===== src/rtl/pc_sequencer.sv =====
// Next-PC controller for the fetch stage: one outstanding I-cache fetch, redirect/trap handling,
// decode-stall hold buffer. Optional misaligned-target trapping: define PC_SEQ_MISALIGN_CHK_EN.
module pc_sequencer #(
    parameter int              PC_W      = 32,
    parameter logic [PC_W-1:0] RESET_VEC = '0,
    parameter logic [PC_W-1:0] TRAP_VEC  = PC_W'('h100)
) (
    input  logic            clk,
    input  logic            rst,
    input  logic [PC_W-1:0] pc_cur,
    output logic [PC_W-1:0] pc_next,
    output logic            pc_we,
    output logic            fetch_req,
    output logic [PC_W-1:0] fetch_addr,
    input  logic            fetch_gnt,
    input  logic            fetch_rvalid,
    input  logic [31:0]     fetch_inst,
    input  logic            id_stall,
    input  logic            redirect_valid,
    input  logic [PC_W-1:0] redirect_pc,
    input  logic            trap_valid,
    input  logic [PC_W-1:0] trap_pc,
    output logic            inst_valid,
    output logic [31:0]     inst_out,
    output logic [PC_W-1:0] inst_pc,
    output logic            misalign_err
);

    typedef enum logic [1:0] {S_BOOT, S_REQ, S_WAIT, S_HOLD} state_t;

    state_t          state, state_nx;
    logic            pend_v, pend_trap;
    logic [PC_W-1:0] pend_pc;
    logic [31:0]     hold_inst;
    logic            pend_set, pend_clr, hold_load;

    logic            live_ev, live_bad, use_pend;
    logic [PC_W-1:0] live_raw, live_tgt, ev_tgt, pc_inc;

    assign live_ev  = trap_valid | redirect_valid;
    assign live_raw = trap_valid ? trap_pc : redirect_pc;

`ifdef PC_SEQ_MISALIGN_CHK_EN
    assign live_bad = live_raw[1:0] != 2'b00;
    assign live_tgt = live_bad ? TRAP_VEC : live_raw;
`else
    assign live_bad = 1'b0;
    assign live_tgt = live_raw & ~PC_W'(3);
`endif

    // A pending trap outranks a live redirect; a live trap outranks anything pending.
    assign use_pend = pend_v && (!live_ev || (pend_trap && !trap_valid));
    assign ev_tgt   = use_pend ? pend_pc : live_tgt;
    assign pc_inc   = pc_cur + PC_W'(4);

    assign fetch_addr = pc_cur;
    assign inst_pc    = pc_cur;

    always_ff @(posedge clk or posedge rst) begin
        if (rst) state <= S_BOOT;
        else     state <= state_nx;
    end

    always_ff @(posedge clk or posedge rst) begin
        if (rst) begin
            pend_v    <= 1'b0;
            pend_trap <= 1'b0;
            pend_pc   <= TRAP_VEC;
        end else if (pend_clr) begin
            pend_v    <= 1'b0;
            pend_trap <= 1'b0;
        end else if (pend_set && (trap_valid || !pend_trap)) begin
            pend_v    <= 1'b1;
            pend_trap <= trap_valid;
            pend_pc   <= live_tgt;
        end
    end

    // NOTE: pure data register; validity is carried by the HOLD state, so it needs no reset.
    always_ff @(posedge clk) begin
        if (hold_load) hold_inst <= fetch_inst;
    end

    // NOTE: every output gets a default first so no path can infer a latch.
    always_comb begin
        state_nx     = state;
        pc_next      = pc_cur;
        pc_we        = 1'b0;
        fetch_req    = 1'b0;
        inst_valid   = 1'b0;
        inst_out     = fetch_inst;
        misalign_err = 1'b0;
        pend_set     = 1'b0;
        pend_clr     = 1'b0;
        hold_load    = 1'b0;

        unique case (state)
            S_BOOT: begin
                pc_next  = RESET_VEC;
                pc_we    = 1'b1;
                state_nx = S_REQ;
            end
            S_REQ: begin
                misalign_err = live_ev & live_bad;
                if (live_ev) begin
                    pc_next = live_tgt;
                    pc_we   = 1'b1;
                end else begin
                    fetch_req = 1'b1;
                    if (fetch_gnt) state_nx = S_WAIT;
                end
            end
            S_WAIT: begin
                misalign_err = live_ev & live_bad;
                if (fetch_rvalid) begin
                    if (live_ev || pend_v) begin
                        pc_next  = ev_tgt;
                        pc_we    = 1'b1;
                        pend_clr = 1'b1;
                        state_nx = S_REQ;
                    end else if (!id_stall) begin
                        inst_valid = 1'b1;
                        pc_next    = pc_inc;
                        pc_we      = 1'b1;
                        state_nx   = S_REQ;
                    end else begin
                        hold_load = 1'b1;
                        state_nx  = S_HOLD;
                    end
                end else if (live_ev) begin
                    pend_set = 1'b1;
                end
            end
            S_HOLD: begin
                inst_out     = hold_inst;
                misalign_err = live_ev & live_bad;
                if (live_ev) begin
                    pc_next  = live_tgt;
                    pc_we    = 1'b1;
                    state_nx = S_REQ;
                end else begin
                    inst_valid = 1'b1;
                    if (!id_stall) begin
                        pc_next  = pc_inc;
                        pc_we    = 1'b1;
                        state_nx = S_REQ;
                    end
                end
            end
            default: state_nx = S_BOOT;
        endcase

        // Reset silences all strobes immediately, before the state register has settled.
        if (rst) begin
            pc_we        = 1'b0;
            fetch_req    = 1'b0;
            inst_valid   = 1'b0;
            misalign_err = 1'b0;
        end
    end

endmodule


===== config.mk =====
export PLATFORM = sky130hd
export DESIGN_NAME = pc_sequencer
export DESIGN_NICKNAME = d
export VERILOG_FILES = /design/src/rtl/pc_sequencer.sv
export SDC_FILE = /design/constraint.sdc
export NUM_CORES = 1
export LEC_CHECK = 0
export CAP_MARGIN = 20
export CORE_AREA = 2 2 113 143
export CTS_BUF_LIST = sky130_fd_sc_hd__clkbuf_2
export DETAILED_ROUTE_END_ITERATION = 8
export DIE_AREA = 0 0 115 145
export PLACE_DENSITY_LB_ADDON = 0.2
export SETUP_SLACK_MARGIN = 0.4
export SYNTH_ARGS = -nofsm -noshare
export SYNTH_HDL_FRONTEND = slang
export SYNTH_SLANG_ARGS = --single-unit

===== constraint.sdc =====
create_clock -name clk -period 2.95 [get_ports clk]
set_input_delay 0.59 -clock clk [delete_from_list [all_inputs] [get_ports clk]]
set_output_delay 0.59 -clock clk [all_outputs]
set_load 0.01 [all_outputs]

### Word level (Yosys, flattened, before mapping)

Index checks and enable logic that the tools add are counted.

* mux-type cells: 44
* reductions and logical operators: 13
* equality and inequality tests: 7
* add/sub/neg operators: 1
* bitwise logic cells: 2

Operators with widths (count)
* $mux 32: 8
* $pmux 32 s4: 1
* $add 32x3->32 const B: 1
* $mux 1: 25
* $mux 2: 7
* $pmux 2 s4: 1
* $ne 2x2->1 const B: 3
* $eq 2x2->1 const B: 2
* $pmux 1 s4: 1
* $reduce_and 4->1: 1
* $logic_and 1x1->1: 3
* $logic_not 1->1: 3
* $logic_or 1x1->1: 3
* $ne 3x3->1 const B: 1
* $eq 2x1->1 const B: 1
* $logic_not 2->1: 1
* $pmux 1 s2: 1
* $reduce_and 2->1: 1
* $reduce_bool 2->1: 1
* $not 1->1: 1
* $or 1x1->1: 1

* bits in registers: 66
* word-level logic and storage cells: 72

### Depth between registers and ports, before layout

* depth in word-level cells: 8
* gate-level depth with buffers: 9
* mapped depth without buffers: 7

### Worst setup path before layout

Ideal clock, no wire load.

* path type: input port to output port
* from: input port pc_cur[9]
* to: output port pc_next[26]
* path buffers: 1
* slack: 0.017 ns
* stages: 6
* arrival: 2.343 ns
* required time: 2.360 ns
* cells stage by stage: nand3_2 > or4_1 > buf_2 > or4_4 > or4_1 > o211ai_1

* longest elaborated chain between the ends: 5
* elaborated cells between the ends (all ways): 6

Ends and longest elaborated chain
* start: declaration: RTL line 10 `input logic [PC_W-1:0] pc_cur,`
* $add 32x3->32 *: RTL line 54 `assign pc_inc = pc_cur + PC_W'(4);`
* $mux 32 *: RTL line 121, 143
* $mux 32: RTL line 116 `if (live_ev || pend_v) begin`
* $mux 32: RTL line 115 `if (fetch_rvalid) begin`
* $pmux 32 s4 *: RTL line 97 `unique case (state)`
* end: declaration: RTL line 11 `output logic [PC_W-1:0] pc_next,`

Mark *: on every way between the ends. The rest lies on a longest branch, timed or not.

### Worst setup path in the final report

* from: register state[0]
* to: output port pc_next[4]

* longest elaborated chain between the ends: 2
* elaborated cells between the ends (all ways): 5

Ends and longest elaborated chain
* start: declaration: RTL line 31 `state_t state, state_nx;`
* start signal: assignment: RTL line 61 `else state <= state_nx;`
* $eq 2x2->1 (tied with other cells): RTL line 97
* $pmux 32 s4 *: RTL line 97

Marks and branches as above.

==> flow_summary.ini <==
[logic_synthesis]
yosysWarnings = 0
ys_seq_area_share_pct = 30.81
synth_cells = 660
ys_ff_latch = 66
synth_area_leader_cell = edfxtp_1
synthFlopType = dfrtp_1
avgSynthCellArea_um2 = 8.916
syn-num-nets = 801
async_flop_share_pct = 51.52
ys_types = 68
yosys-top-cells-area = edfxtp_1 (16%), dfrtp_1 (14%), mux2_2 (13%)
synth_top_area_share_pct = 16.33
netlist_area_um2 = 5884
synth-edff-count = 32

[sta]
relSlewSlack_pct = 48.97
hold_ws_ns = 0.5302
hold_viol_final = 0
period_share_pct = 109.1
setup_viol = 56
period_needed_ns = 3.217
rsz0062_at_grt = true
worst_slew_pin_slew_ns = 0.7626
setup-tns-final_ns = -7.458
finClkSkew_ns = 0.03146
layout_setup_ws_ns = -0.2673
max_freq_mhz = 310.8
maxSlewViolCount = 0

[place]
post-place-ws_ns = -1.022
gp_congestion = 0.9155
numPlacedInstances = 1159
dp_hpwl_um = 19920
postPlaceCellArea_um2 = 9422
io_buffers = 261

[grt]
grt_pass1_wl_um = 42570
grt_pass1_vias = 7591
antenna_found_initial = 1
grt_max_degree = 35
grt.overflow.total = 0
track_usage_pct = 32.97

[finish]
finalNonFillerCells = 1247
final_nets = 1197
final_area_um2 = 11250
fillCellCount = 1062
area_growth_syn_to_layout_pct = 91.22
drive_gt1_share_pct = 48.73

[pwr]
p_seq_share_pct = 19.6
sw_frac_of_total_pct = 40.94
clock_power_share_pct = 11.6
combPwrFrac_pct = 68.9
p_per_area_nw_per_um2 = 619.3
p_int_w = 0.004115
total_leakage_power_nw = 4.761
switching_power_w = 0.002853
vdd_drop_max_v = 0.0004566

[routing]
drtAntennaViolNets = 0
routed_wl_um = 28900
drc = 0
dr_total_vias = 7315
via_per_inst = 5.866
drt-pass1-iter-count = 9
drt_iter0_markers = 574
post_drt_wl_per_cell_um = 23.17

[clock_network]
cts.sink_count = 66
clkTransAtPathRegs_ns = 0.25
clock_latency_ns = 0.60
cts_tree = built
ctsHoldBuffers = 0
root_buffer = clkbuf_2
clockBufferDepth = 2
cts_buffers = 9
cts_max_level = 3

[floorplanning]
fp-row-count = 51
core-area_um2 = 15310
die_w_um = 115
start_util_pct = 38.42
dieArea_um2 = 16680
io_pins = 267
die_h_um = 145

[status]
status = finished with violations
failed_checks = setup timing

[setup_path]
ff2ff_setup_slack_ns = 0.51
cp-start-kind = flop
reg2reg_to = state[1]$_DFFE_PP0P_
cp.required_ns = 2.36
cpPeakStageDelay_ns = 0.46
r2r-start = state[0]$_DFFE_PP0P_
path_cells = buf_6 -> ha_4 -> buf_6 -> buf_6 -> buf_12 -> buf_16 -> buf_6 -> a222oi_1 -> a21oi_1 -> buf_2
r2r_cells = 10
endpoint_kind = output port
crit_type = flop to output port
worstPathArrival_ns = 2.63
crit_slowest_cell = dfrtp_1
path_max_fanout = 7
critPathTopFamily = buffers and inverters
cp.buffers_inverters = 7
cp_common_cell = buf_6

[hold_path]
hold_path.class = flop to flop
hold_start = pend_pc[21]$_DFFE_PP0P_
min_path_cells = 2
hold_path_end = pend_pc[21]$_DFFE_PP0P_

[job]
drv_cap = 0
## state kept, by name, indices dropped and copies added, names as in the netlist
signal / count
pend_v: 1
hold_inst: 32
state: 2
pend_trap: 1
pend_pc: 30
## synth_stat cells (7+ instances only)
cell	instances
a211oi_1	10
a21o_1	8
a21oi_1	36
a222oi_1	15
a31oi_1	7
buf_1	7
buf_4	65
clkbuf_1	34
dfrtp_1	33
edfxtp_1	32
inv_1	17
mux2_2	69
mux2i_1	15
nand2_1	54
nand3_1	15
nor2_1	26
nor3_1	17
nor4_1	17
o21ai_0	24
o221ai_1	9
o22ai_1	7
o31ai_1	8
xnor2_1	12
xor2_1	7
## how the worst max path moves through the flow
stage                                     from           to  slack [ns]  cells past startpoint
final                     state[0]$_DFFE_PP0P_   pc_next[4]       -0.27                     10
after global placement              pc_cur[10]  pc_next[26]        -1.0                      7
after global routing      state[0]$_DFFE_PP0P_   pc_next[4]       -0.37                     10
after floorplan                      pc_cur[9]  pc_next[26]        0.02                      6
after detailed placement            pc_cur[15]  pc_next[31]       -1.02                      8
after CTS                           pc_cur[14]  pc_next[26]       -0.29                      7
## through the flow
stage / total power [W] / utilization, %
after detailed placement: 0.004764 / 61.52
after floorplan: 0.003017 / -
after CTS: 0.006498 / 70.83
after global placement: 0.004700 / 61.34
final: 0.006968 / 73.47
after global routing: 0.007234 / 73.47
## final cells by class
type,count,area [um2],area share [%]
diodes,1,2.502,0.02224
multi-input cells,466,4262,37.87
inverters,18,83.83,0.7450
repair buffers,495,4683,41.62
well taps,185,231.5,2.057
clock inverters,7,130.1,1.156
clock buffers,9,45.04,0.4003
flip-flops and latches,66,1814,16.12
## power groups by stage
stage / sequential [W] / combinational (W) / clock (W)
after floorplan: 0.00131 / 0.00170 / 0
after global placement: 0.00134 / 0.00336 / 0
after detailed placement: 0.00136 / 0.00340 / 0
after CTS: 0.00135 / 0.00434 / 0.000807
after global routing: 0.00138 / 0.00500 / 0.000857
final: 0.00136 / 0.00480 / 0.000806
## cells by family after synthesis
group	after synthesis	synth area share [%]
DFF	66	30.81
AOI/OAI and AO/OA	173	20.84
muxes	84	15.76
adders and majority gates	6	1.276
buffers and inverters	128	12.40
and+or+nand+nor	183	16.03
other	1	0.06373
xor gates and xnor gates	19	2.828
## tightest hold or removal path, cell delays in order, from the launching register on
cell	delay [ns]
dfrtp_1	0.40
nand2_1	0.05
o21ai_0	0.07
## metal layers
metal  track usage [%]  wire [um]  up-vias
met5                 0          0        -
met4             17.41       1627        0
met3             5.221       1819      111
li1                  -          -     3245
met2             59.38      15220      416
met1             36.36      10230     3543
## placed cells by master (no fill, tap or decap), types with 5 or more instances in the layout
| master | count |
|---|---|
| clkdlybuf4s50_1 | 167 |
| buf_4 | 161 |
| buf_6 | 98 |
| nand2_1 | 46 |
| mux2_2 | 46 |
| buf_2 | 36 |
| edfxtp_1 | 32 |
| dfrtp_1 | 32 |
| a21oi_1 | 25 |
| nor2_1 | 23 |
| mux2_4 | 23 |
| o21ai_0 | 19 |
| mux2i_1 | 15 |
| a222oi_1 | 15 |
| inv_1 | 12 |
| nand3_1 | 12 |
| nor4_1 | 11 |
| dlygate4sd2_1 | 11 |
| xnor2_1 | 10 |
| buf_12 | 10 |
| a21oi_2 | 9 |
| clkbuf_2 | 9 |
| a21o_1 | 8 |
| nor3_1 | 8 |
| xor2_1 | 7 |
| nand2_4 | 6 |
| o211ai_1 | 6 |
| a31oi_1 | 6 |
| nand2b_1 | 5 |
| nor3_4 | 5 |
| nand4_1 | 5 |
| a211oi_2 | 5 |
| ha_4 | 5 |
| buf_16 | 5 |
## repair_timing
action	4_1_cts	5_1_grt
setup endpoints to repair	67	67
setup buffers	50	16
gates cloned	5	0
pin swaps	76	42
resized for setup	573	49
(Power assumes the default switching activity.)
